## src/rtl/reset_sequencer_pkg.sv

```systemverilog
// Shared types and helpers for the staggered multi-channel reset sequencer.
package reset_sequencer_pkg;

    typedef enum logic [1:0] {
        StPor,
        StRelease,
        StHold,
        StRun
    } seq_state_e;

    localparam int unsigned NUM_CH_MAX = 16;

    // Counter value (relative to RELEASE entry) at which channel k is unmasked.
    function automatic int unsigned release_cycle(input int unsigned k,
                                                  input int unsigned stagger);
        return k * stagger;
    endfunction

endpackage

```

## src/rtl/reset_sequencer_stretch.sv

```systemverilog
// Per-channel software reset stretcher: holds active_o while req_i is high and for at least
// MIN_CYCLES cycles after each rising edge of req_i.
module rst_pulse_stretch #(
    parameter int unsigned MIN_CYCLES = 16
) (
    input  logic clk,
    input  logic rst,
    input  logic req_i,
    output logic active_o
);

    localparam int unsigned CW = $clog2(MIN_CYCLES + 1);
    localparam logic [CW-1:0] LOAD = CW'((MIN_CYCLES == 32'd0) ? 32'd0 : MIN_CYCLES - 32'd1);

    logic          req_q, req_d;
    logic [CW-1:0] cnt_q, cnt_d;
    logic          active_q, active_d;
    logic          rise;

    always_comb begin
        rise     = req_i & ~req_q;
        req_d    = req_i;
        cnt_d    = cnt_q;
        if (rise) begin
            cnt_d = LOAD;
        end else if (cnt_q != '0) begin
            cnt_d = cnt_q - 1'b1;
        end
        // The cycle of assertion counts as the first of the minimum window.
        active_d = req_i | (cnt_q != '0);
    end

    always_ff @(posedge clk or posedge rst) begin
        if (rst) begin
            req_q    <= 1'b0;
            cnt_q    <= '0;
            active_q <= 1'b0;
        end else begin
            req_q    <= req_d;
            cnt_q    <= cnt_d;
            active_q <= active_d;
        end
    end

    assign active_o = active_q;

endmodule

```

## src/rtl/reset_sequencer.sv

```systemverilog
// Multi-channel reset sequencer: power-on hold, staggered release, software reset stretching.
// Optional macro RSTSEQ_SYNC_EN adds two-flop synchronisers on the software reset requests.
module reset_sequencer
    import reset_sequencer_pkg::*;
#(
    parameter int unsigned NUM_CH         = 4,
    parameter int unsigned POR_CYCLES     = 32'h800000,
    parameter int unsigned STAGGER_CYCLES = 16,
    parameter int unsigned SW_PULSE_MIN   = 16,
    parameter int unsigned CNT_W          = 32
) (
    input  logic              clk,
    input  logic              rst,
    input  logic [NUM_CH-1:0] sw_reset_i,
    input  logic              sw_reset_all_i,
    output logic [NUM_CH-1:0] local_reset_o,
    output logic              initial_reset_o,
    output logic              seq_done_o,
    output logic              busy_o
);

    localparam logic [CNT_W-1:0] POR_LAST =
        CNT_W'((POR_CYCLES == 32'd0) ? 32'd0 : POR_CYCLES - 32'd1);
    localparam logic [CNT_W-1:0] HOLD_LAST =
        CNT_W'((SW_PULSE_MIN == 32'd0) ? 32'd0 : SW_PULSE_MIN - 32'd1);
    localparam logic [CNT_W-1:0] CNT_MAX = '1;

    logic [NUM_CH-1:0] sw_req;
    logic              all_req;

`ifdef RSTSEQ_SYNC_EN
    logic [NUM_CH:0] sync1_q, sync1_d, sync2_q, sync2_d;

    always_comb begin
        sync1_d = {sw_reset_all_i, sw_reset_i};
        sync2_d = sync1_q;
    end

    always_ff @(posedge clk or posedge rst) begin
        if (rst) begin
            sync1_q <= '0;
            sync2_q <= '0;
        end else begin
            sync1_q <= sync1_d;
            sync2_q <= sync2_d;
        end
    end

    assign {all_req, sw_req} = sync2_q;
`else
    assign sw_req  = sw_reset_i;
    assign all_req = sw_reset_all_i;
`endif

    logic [NUM_CH-1:0] stretch_active;
    logic [NUM_CH-1:0] rel_hit;
    logic [CNT_W-1:0]  cnt_q;

    for (genvar k = 0; k < NUM_CH; k++) begin : g_ch
        localparam logic [CNT_W-1:0] REL_AT = CNT_W'(release_cycle(k, STAGGER_CYCLES));

        assign rel_hit[k] = (cnt_q == REL_AT);

        rst_pulse_stretch #(
            .MIN_CYCLES(SW_PULSE_MIN)
        ) u_stretch (
            .clk     (clk),
            .rst     (rst),
            .req_i   (sw_req[k]),
            .active_o(stretch_active[k])
        );
    end

    seq_state_e        state_q, state_d;
    logic [CNT_W-1:0]  cnt_d, cnt_inc;
    logic [NUM_CH-1:0] mask_q, mask_d;
    logic              initial_reset_q, seq_done_q, busy_q;

    always_comb begin
        state_d = state_q;
        cnt_d   = cnt_q;
        mask_d  = mask_q;
        cnt_inc = (cnt_q == CNT_MAX) ? cnt_q : cnt_q + 1'b1;
        unique case (state_q)
            StPor: begin
                if (cnt_q == POR_LAST) begin
                    state_d = StRelease;
                    cnt_d   = '0;
                end else begin
                    cnt_d = cnt_inc;
                end
            end
            StRelease: begin
                // A global request wins over any release due in the same cycle.
                if (all_req) begin
                    state_d = StHold;
                    cnt_d   = '0;
                    mask_d  = '0;
                end else begin
                    mask_d = mask_q | rel_hit;
                    cnt_d  = cnt_inc;
                    if (rel_hit[NUM_CH-1]) begin
                        state_d = StRun;
                    end
                end
            end
            StHold: begin
                if (cnt_q == HOLD_LAST) begin
                    if (!all_req) begin
                        state_d = StRelease;
                        cnt_d   = '0;
                    end
                end else begin
                    cnt_d = cnt_inc;
                end
            end
            StRun: begin
                if (all_req) begin
                    state_d = StHold;
                    cnt_d   = '0;
                    mask_d  = '0;
                end
            end
            default: begin
                state_d = StPor;
                cnt_d   = '0;
                mask_d  = '0;
            end
        endcase
    end

    always_ff @(posedge clk or posedge rst) begin
        if (rst) begin
            state_q         <= StPor;
            cnt_q           <= '0;
            mask_q          <= '0;
            initial_reset_q <= 1'b1;
            seq_done_q      <= 1'b0;
            busy_q          <= 1'b1;
        end else begin
            state_q         <= state_d;
            cnt_q           <= cnt_d;
            mask_q          <= mask_d;
            initial_reset_q <= (state_d == StPor);
            seq_done_q      <= (state_d == StRun);
            busy_q          <= (state_d != StRun);
        end
    end

    assign local_reset_o   = ~mask_q | stretch_active;
    assign initial_reset_o = initial_reset_q;
    assign seq_done_o      = seq_done_q;
    assign busy_o          = busy_q;

endmodule

```

## config.mk

```make
export PLATFORM = sky130hd
export DESIGN_NAME = reset_sequencer
export DESIGN_NICKNAME = d
export VERILOG_FILES = /design/src/rtl/reset_sequencer_pkg.sv /design/src/rtl/reset_sequencer_stretch.sv /design/src/rtl/reset_sequencer.sv
export SDC_FILE = /design/constraint.sdc
export NUM_CORES = 1
export LEC_CHECK = 0
export ABC_CLOCK_PERIOD_IN_PS = 3700
export CAP_MARGIN = 20
export CELL_PAD_IN_SITES_DETAIL_PLACEMENT = 1
export CELL_PAD_IN_SITES_GLOBAL_PLACEMENT = 1
export CORE_MARGIN = 4
export CORE_UTILIZATION = 40
export CTS_CLUSTER_DIAMETER = 60
export CTS_CLUSTER_SIZE = 28
export DETAILED_ROUTE_END_ITERATION = 7
export MAX_ROUTING_LAYER = met4
export PLACE_DENSITY = 0.79
export SLEW_MARGIN = 10
export SYNTH_ARGS = -nofsm -noshare
export SYNTH_HDL_FRONTEND = slang
export SYNTH_HIERARCHICAL = 1
export SYNTH_SLANG_ARGS = --single-unit
export TNS_END_PERCENT = 50
```

## constraint.sdc

```tcl
create_clock -name clk -period 3.7 [get_ports clk]
set_input_delay 0.74 -clock clk [delete_from_list [all_inputs] [get_ports clk]]
set_output_delay 0.74 -clock clk [all_outputs]
set_load 0.05 [all_outputs]
```

Word level (Yosys, flattened, before mapping)
Cells that the tools add are included.
{"block": "op_classes", "addsub": 5, "mul": 0, "div_mod_pow": 0, "n_lt_le_gt_ge": 0, "eq_ne": 13, "shifts": 0, "mux": 25, "bitwise_logic": 15, "reduce_logical": 14}
{"operator": "32-bit 2-to-1 mux", "count": 6}
{"operator": "32-bit one-hot mux with 4 select lines", "count": 1}
{"operator": "32-bit by 6-bit equality test with 1-bit output (second input constant)", "count": 2}
{"operator": "5-bit 2-to-1 mux", "count": 8}
{"operator": "32-bit by 1-bit adder with 32-bit output (second input constant)", "count": 1}
{"operator": "32-bit by 23-bit equality test with 1-bit output (second input constant)", "count": 1}
{"operator": "32-bit equality test (second input constant)", "count": 1}
{"operator": "32-bit by 4-bit equality test with 1-bit output (second input constant)", "count": 1}
{"operator": "32-bit by 5-bit equality test with 1-bit output (second input constant)", "count": 1}
{"operator": "32-bit logical NOT", "count": 1}
{"operator": "5-bit nonzero test", "count": 4}
{"operator": "5-bit by 1-bit subtractor with 5-bit output (second input constant)", "count": 4}
{"operator": "2-bit 2-to-1 mux", "count": 6}
{"operator": "2-bit nonzero test", "count": 5}
{"operator": "4-bit 2-to-1 mux", "count": 2}
{"operator": "4-bit OR", "count": 2}
{"operator": "2-bit one-hot mux with 4 select lines", "count": 1}
{"operator": "4-bit one-hot mux with 2 select lines", "count": 1}
{"operator": "2-bit equality test (second input constant)", "count": 3}
{"operator": "1-bit AND", "count": 4}
{"operator": "2-bit logical NOT", "count": 2}
{"operator": "2-bit != test (second input constant)", "count": 2}
{"operator": "1-bit NOT", "count": 4}
{"operator": "4-bit NOT", "count": 1}
{"operator": "other kinds (4)", "count": 8}
{"block": "word_totals", "regBits": 69, "latchBits": 0, "ram_bits": 0, "romBits": 0, "in_bits": 7, "out_inout_bits": 7, "wordCells": 90, "mem_count": 0}

Logic depth before layout (Yosys ltp)
Gate-level depths: netlist of the first run.
{"block": "logic_depth", "ltp_word": 5, "ltp_mapped": 9}

By module
Netlist of the first run, hierarchy kept.
{"module": "reset_sequencer", "instances": 1, "cells_per_inst": 273, "area_per_inst_um2": 2441.1, "seq_area_each_um2": 1028.5}
{"module": "rst_pulse_stretch", "instances": 4, "cells_per_inst": 31, "area_per_inst_um2": 319.1, "seq_area_each_um2": 175.2}

Least setup slack after synthesis of the first run
No wires, ideal clock.
{"block": "synth_timing", "path_kind": "input to register", "from": "in sw_reset_all_i", "to": "reg, netlist name cnt_q[25]", "arrival_time_ps": 2049, "required_ps": 3627, "path_slack_ps": 1578, "stages": 6, "n_path_buf": 2, "cell_sequence": "clkbuf_1 nand3b_1 o21ai_2 clkbuf_1 or4_4 a21oi_2"}
{"item": "start, declared", "line_no": "reset_sequencer.sv:15", "source": "input logic sw_reset_all_i,"}

==> flow_summary_export.csv, run 1 <==
group,metric,value,unit
cells_and_area,final_cell_mix,"dfrtp_1 (67), a21oi_1 (38), nand2_1 (26)",
grt,grt_remaining_overflow,0,
grt,grt_use_met2,28.6,%
floorplan,die_h,104,µm
drt,num_vias,3055,
power_and_ir_drop,cellPowerDensity,545,nW/µm²
floorplan,num_io_pins,14,
floorplan,dieWidth,104,µm
run,drv_cap,0,
min_path,min_from,"g_ch[2].u_stretch/cnt_q[4]",
cts,post-cts-setup-buffers,0,
grt,grtUsageMet1,23.7,%
setup_path,cp-startpoint,"cnt_q[24]",
yosys,ys_ff_latch,69,
min_path,hp-class,"register to register",
setup_path,start_kind,"register",
yosys,synth_fp_nets,410,
setup_path,critPathKind,"register to register",
power_and_ir_drop,power.leakage,1.60,nW
cts,clock_latency,0.35,ns
cts,cts_num_sinks,69,
place,routabilityCongestion,0.855,
yosys,yosysWarningCount,6,
drt,wl_per_cell,17.1,µm
setup_path,reg2reg_depth,6,
floorplan,coreArea,8890,µm²
yosys,synth-edff-count,0,
setup_path,path_depth,6,
grt,grt_pass1_vias,3261,
place,portBuffers,13,
cts,cts_tree,"built",
sta,fin_tns_setup,0,ns
setup_path,worst-path-buf-inv,1,
setup_path,endpoint_kind,"register",
yosys,ys_seq_area_share,46.5,%
yosys,syn_area,3720,µm²
floorplan,initial_core_util,41.8,%
cts,htreeDepth,3,
sta,period_minus_slack,2.59,ns
sta,finClkSkew,0.00528,ns
sta,max_freq,387,MHz
grt,grt_pass1_wl,15.9,mm
drt,drtIter0Drc,128,
grt,antenna_found_initial,0,
sta,max_slew_margin,53.4,%
setup_path,r2r_slack,1.11,ns
drt,drc,0,
yosys,synth_cells,397,
cells_and_area,n_antenna_cell,0,
grt,track_usage,18.1,%
cells_and_area,drive_gt1_share,8.62,%
cts,clock_path_buffers,2,
drt,ant_nets,0,
drt,dr.pass1.iters,4,
sta,finalHoldViolations,0,
drt,drt-total-wl,8.78,mm
cells_and_area,mostFrequentLayoutCell,"dfrtp_1",
run_status,outcome,"finished clean",
power_and_ir_drop,worst_ir_drop_vdd,0.322,mV
drt,detail_route.vias_per_cell,5.94,
cts,path_clk_slew,0.08,ns
cts,ctsResizeCount,0,
place,dp.final_hpwl,6.21,mm
cells_and_area,layout.nets,414,
setup_path,rr_endpoint,"cnt_q[18]",
floorplan,die_area,10900,µm²
setup_path,worstReg2RegStart,"cnt_q[24]",
yosys,ys.flop_type,"dfrtp_1",
setup_path,crit_chain,"nor4_1 -> nand4_1 -> or3_1 -> a21oi_2 -> buf_12 -> a21oi_1",
sta,maxSlewViolCount,0,
cells_and_area,area.growth.synth_to_final,10.8,%
setup_path,path_max_fanout,22,
setup_path,crit_path_end,"cnt_q[18]",
yosys,avgSynthCellArea,9.36,µm²
setup_path,arrival,2.81,ns
yosys,synth_cell_types,49,
setup_path,crit_required,3.92,ns
setup_path,cpLargestDelayFamily,"simple AND/OR/NAND/NOR gates",
cts,ctsRootBufferMaster,"clkbuf_8",
setup_path,crit_slowest_cell,"a21oi_2",
grt,use_met3,2.61,%
sta,fin_crit_sh,69.9,%
yosys,synthArstFlopShare,100,%
cts,hold_buffers,0,
power_and_ir_drop,power,2.24,mW
sta,worst_slew_pin_slew,0.698,ns
setup_path,critPathMaxStageDelay,0.51,ns
grt,grt_max_degree,43,
cts,cts_made_buffers,9,
sta,rsz0062_at_grt,"no",
floorplan,core.rowCount,34,
grt,grt_busiest_layer,"met2",
sta,final-setup-viol-count,0,
metrics by stage:
stage	cell area (µm²)	hold WS, ns	util (%)	worst slack [ns]	cells
after floorplan	3720	0.480	-	1.58	397
after global placement	3910	0.493	44.0	0.877	498
after detailed placement	3910	0.511	44.0	0.829	498
after CTS	4120	0.524	46.3	1.10	514
after global routing	4120	0.557	46.3	0.825	514
final	4120	0.518	46.3	1.11	514
flip-flops by register name, summed over array words and instances, names as in the netlist:
register,cells
seq_done_o,1
g_ch.u_stretch/cnt_q,20
busy_o,1
cnt_q,32
initial_reset_o,1
g_ch.u_stretch/active_o,4
g_ch.u_stretch/req_q,4
state_q,2
mask_q,4
report_power, final:
| part | switching [mW] | internal, mW | total, mW |
|---|---|---|---|
| Sequential | 0.154 | 0.874 | 1.03 |
| Clock | 0.316 | 0.320 | 0.636 |
| Combinational | 0.350 | 0.230 | 0.580 |
logic make-up after synthesis:
logic type,share of synthesized area (%)
simple gates,28.1
buf+inv,5.59
compound gates,16.2
flops,46.5
xor+xnor,1.65
fa+ha+maj,2.02
cells in the mapped netlist, drive strengths merged (11+ instances only):
cell type / instances / area share (%)
a21oi: 40 / 5.6
buf: 19 / 2.9
dfrtp: 67 / 45
inv: 22 / 2.2
nand2: 26 / 2.6
nand2b: 12 / 2.0
nand3: 20 / 3.0
nand4: 15 / 2.5
nor2: 22 / 2.2
o21ai: 14 / 2.0
o31ai: 23 / 4.6
or3: 11 / 1.9
or4: 20 / 4.1
metal layers:
metal  vias up  wire length, µm
li1       1475                -
met1      1542             4210
met2        26             4270
met3        12              170
met4         0              131
met5         -                0
tightest hold or removal path: stages, from the launching register on:
cell and delay (ns):
dfrtp_1 0.39, nand2_1 0.06, a21oi_1 0.03
area by class of cell:
type / count / area, µm²
Timing Repair Buffer: 17 / 185
Clock buffer: 9 / 124
Tap cell: 108 / 135
Inverter: 22 / 82.6
Multi-Input combinational cell: 282 / 1780
Fill cell: 1009 / 4770
Sequential cell: 69 / 1730
Clock inverter: 7 / 81.3
worst min path at each step:
stage | end | slack, ns | cells past startpoint
2_1_floorplan | g_ch[0].u_stretch/cnt_q[4] | 0.48 | 2
3_3_place_gp | g_ch[3].u_stretch/cnt_q[4] | 0.49 | 2
3_5_place_dp | g_ch[2].u_stretch/cnt_q[4] | 0.51 | 2
4_1_cts | g_ch[2].u_stretch/cnt_q[4] | 0.52 | 2
5_1_grt | g_ch[1].u_stretch/cnt_q[4] | 0.56 | 2
6_report | g_ch[2].u_stretch/cnt_q[4] | 0.52 | 2
(Power assumes the default switching activity.)
==> inputs of run 2 (changes only) <==
--- a/config.mk
+++ b/config.mk
@@ -5,7 +5,7 @@
 export SDC_FILE = /design/constraint.sdc
 export NUM_CORES = 1
 export LEC_CHECK = 0
-export ABC_CLOCK_PERIOD_IN_PS = 3700
+export ABC_CLOCK_PERIOD_IN_PS = 2500
 export CAP_MARGIN = 20
 export CELL_PAD_IN_SITES_DETAIL_PLACEMENT = 1
 export CELL_PAD_IN_SITES_GLOBAL_PLACEMENT = 1
==> constraint.sdc (replaced) <==
create_clock -name clk -period 2.5 [get_ports clk]
set_input_delay 0.5 -clock clk [delete_from_list [all_inputs] [get_ports clk]]
set_output_delay 0.5 -clock clk [all_outputs]
set_load 0.05 [all_outputs]
==> flow_summary_export.csv, run 2 (synthesized netlist as in run 1, its figures left out) <==
group,metric,value,unit
place,post-place-ws,0.168,ns
power_and_ir_drop,p_int,2.12,mW
grt,grt_remaining_overflow,0,
cts,clock_path_buffers,2,
floorplan,initial_core_util,41.8,%
drt,drc,0,
drt,num_vias,3123,
power_and_ir_drop,cellPowerDensity,803,nW/µm²
setup_path,critPathKind,"register to register",
cells_and_area,reg.largest.list,"cnt_q x32, g_ch.u_stretch/cnt_q x20",
cts,post-cts-setup-buffers,0,
floorplan,num_io_pins,14,
drt,met1_length,4.14,mm
cts,clock_latency,0.36,ns
sta,finalHoldViolations,0,
setup_path,rr_endpoint,"cnt_q[29]",
drt,wl_per_cell,17.3,µm
drt,drt-total-wl,9.06,mm
drt,route.met2.wl,4.62,mm
power_and_ir_drop,power_switching_share,36.7,%
floorplan,die_area,10900,µm²
cts,ctsResizeCount,0,
cts,hold_buffers,0,
run_status,outcome,"finished clean",
cells_and_area,final_cell_mix,"dfrtp_1 (67), a21oi_1 (38), nand2_1 (26)",
setup_path,start_kind,"register",
setup_path,arrival,2.55,ns
sta,final-setup-viol-count,0,
power_and_ir_drop,comb_power_share,26.4,%
cells_and_area,largest-register,"cnt_q",
place,routabilityCongestion,0.865,
setup_path,crit_path_end,"cnt_q[29]",
sta,holdWs,0.531,ns
drt,wl_met3,200,µm
drt,dr.pass1.iters,4,
power_and_ir_drop,worst_ir_drop_vdd,0.484,mV
sta,max_slew_margin,63.5,%
cts,cts_num_sinks,69,
drt,ant_nets,0,
cts,path_clk_slew,0.08,ns
sta,finClkSkew,0.0123,ns
sta,period_minus_slack,2.28,ns
grt,grt_pass1_vias,3265,
cells_and_area,mostFrequentLayoutCell,"dfrtp_1",
cts,htreeDepth,3,
cts,cts_tree,"built",
floorplan,dieWidth,104,µm
place,portBuffers,13,
place,dp.final_hpwl,6.48,mm
setup_path,crit_required,2.77,ns
cells_and_area,layout.nets,424,
power_and_ir_drop,p_sw,1.23,mW
grt,antenna_found_initial,0,
setup_path,worstReg2RegStart,"cnt_q[0]",
grt,grt_pass1_wl,15.9,mm
sta,fin_tns_setup,0,ns
grt,grt_max_degree,59,
sta,timing.final.ws_setup,0.221,ns
setup_path,endpoint_kind,"register",
setup_path,reg2reg_depth,7,
cells_and_area,n_antenna_cell,0,
setup_path,r2r_slack,0.22,ns
floorplan,die_h,104,µm
power_and_ir_drop,pwr-share-seq,45.3,%
sta,max_freq,439,MHz
min_path,hp-class,"register to register",
sta,worst_slew_pin_slew,0.547,ns
setup_path,cp-startpoint,"cnt_q[0]",
cells_and_area,final_core_util,47.0,%
grt,track_usage,18.3,%
drt,topRoutingLayerUsed,"met4",
cells_and_area,drive_gt1_share,10.8,%
setup_path,path_max_fanout,58,
floorplan,coreArea,8890,µm²
min_path,min_from,"g_ch[3].u_stretch/cnt_q[4]",
cts,ctsRootBufferMaster,"clkbuf_8",
sta,maxSlewViolCount,0,
drt,drtIter0Drc,154,
run,drv_cap,0,
cells_and_area,largest_reg_flops,32,
sta,fin_crit_sh,91.2,%
floorplan,core.rowCount,34,
power_and_ir_drop,pwr-share-clk,28.2,%
drt,detail_route.vias_per_cell,5.96,
cells_and_area,area.growth.synth_to_final,12.5,%
power_and_ir_drop,power.leakage,1.65,nW
sta,rsz0062_at_grt,"no",
cts,cts_made_buffers,9,
## run 2: changes by cell type in the layout (fill, tap and decap cells not counted), sizes merged
cell,previous run,this run
clkinvlp,1,0
inv,25,24
buf,4,14
clkinv,2,4
## run 2: per-stage QoR
step | instance area [µm²] | cells | power [mW]
2_1_floorplan | 3720 | 397 | 2.13
4_1_cts | 4180 | 524 | 3.39
3_5_place_dp | 3980 | 508 | 2.42
5_1_grt | 4180 | 524 | 3.59
3_3_place_gp | 3980 | 508 | 2.37
6_report | 4180 | 524 | 3.36
## run 2: worst min-delay path by stage
stage / cells past startpoint / end / slack (ns)
after floorplan: 1 / g_ch[0].u_stretch/active_o / 0.30
after global placement: 2 / g_ch[3].u_stretch/cnt_q[4] / 0.49
after detailed placement: 2 / g_ch[2].u_stretch/cnt_q[4] / 0.52
after CTS: 2 / g_ch[3].u_stretch/cnt_q[4] / 0.53
after global routing: 2 / g_ch[3].u_stretch/cnt_q[4] / 0.55
final: 2 / g_ch[3].u_stretch/cnt_q[4] / 0.53
## run 2: worst max-delay path: stages (launching register included)
cell and delay, ns:
dfrtp_1 0.44, ha_1 0.26, and4_1 0.24, nand4_1 0.24
o21ai_2 0.13, buf_12 0.20, or4_1 0.51, a21oi_1 0.18
## run 2: area by class of cell
type / count / area, µm²
fill: 1019 / 4710
timing repair buffer: 27 / 248
sequential: 69 / 1730
clock inverter: 7 / 82.6
multi-input combinational: 282 / 1780
clock buffer: 9 / 124
tap: 108 / 135
inverter: 22 / 82.6
## run 2: layer usage
layer / up-vias / global-route usage (%)
met2: 43 / 30.1
met1: 1569 / 23.1
met4: 0 / 5.98
met5: - / -
li1: 1501 / -
met3: 10 / 2.98
## run 2: power by group through the flow
stage	clock network [mW]	logic, mW	registers, mW
finish	0.948	0.887	1.52
global route	1.04	0.993	1.56
CTS	0.974	0.898	1.52
detailed placement	0	0.888	1.53
global placement	0	0.847	1.52
floorplan	0	0.626	1.50
==> inputs of run 3 (changes only) <==
--- a/config.mk
+++ b/config.mk
@@ -6,7 +6,6 @@
 export NUM_CORES = 1
 export LEC_CHECK = 0
 export ABC_CLOCK_PERIOD_IN_PS = 2500
-export CAP_MARGIN = 20
 export CELL_PAD_IN_SITES_DETAIL_PLACEMENT = 1
 export CELL_PAD_IN_SITES_GLOBAL_PLACEMENT = 1
 export CORE_MARGIN = 4
==> results of run 3 <==
No change in the layout: final DEF, timing and power equal those of run 2.
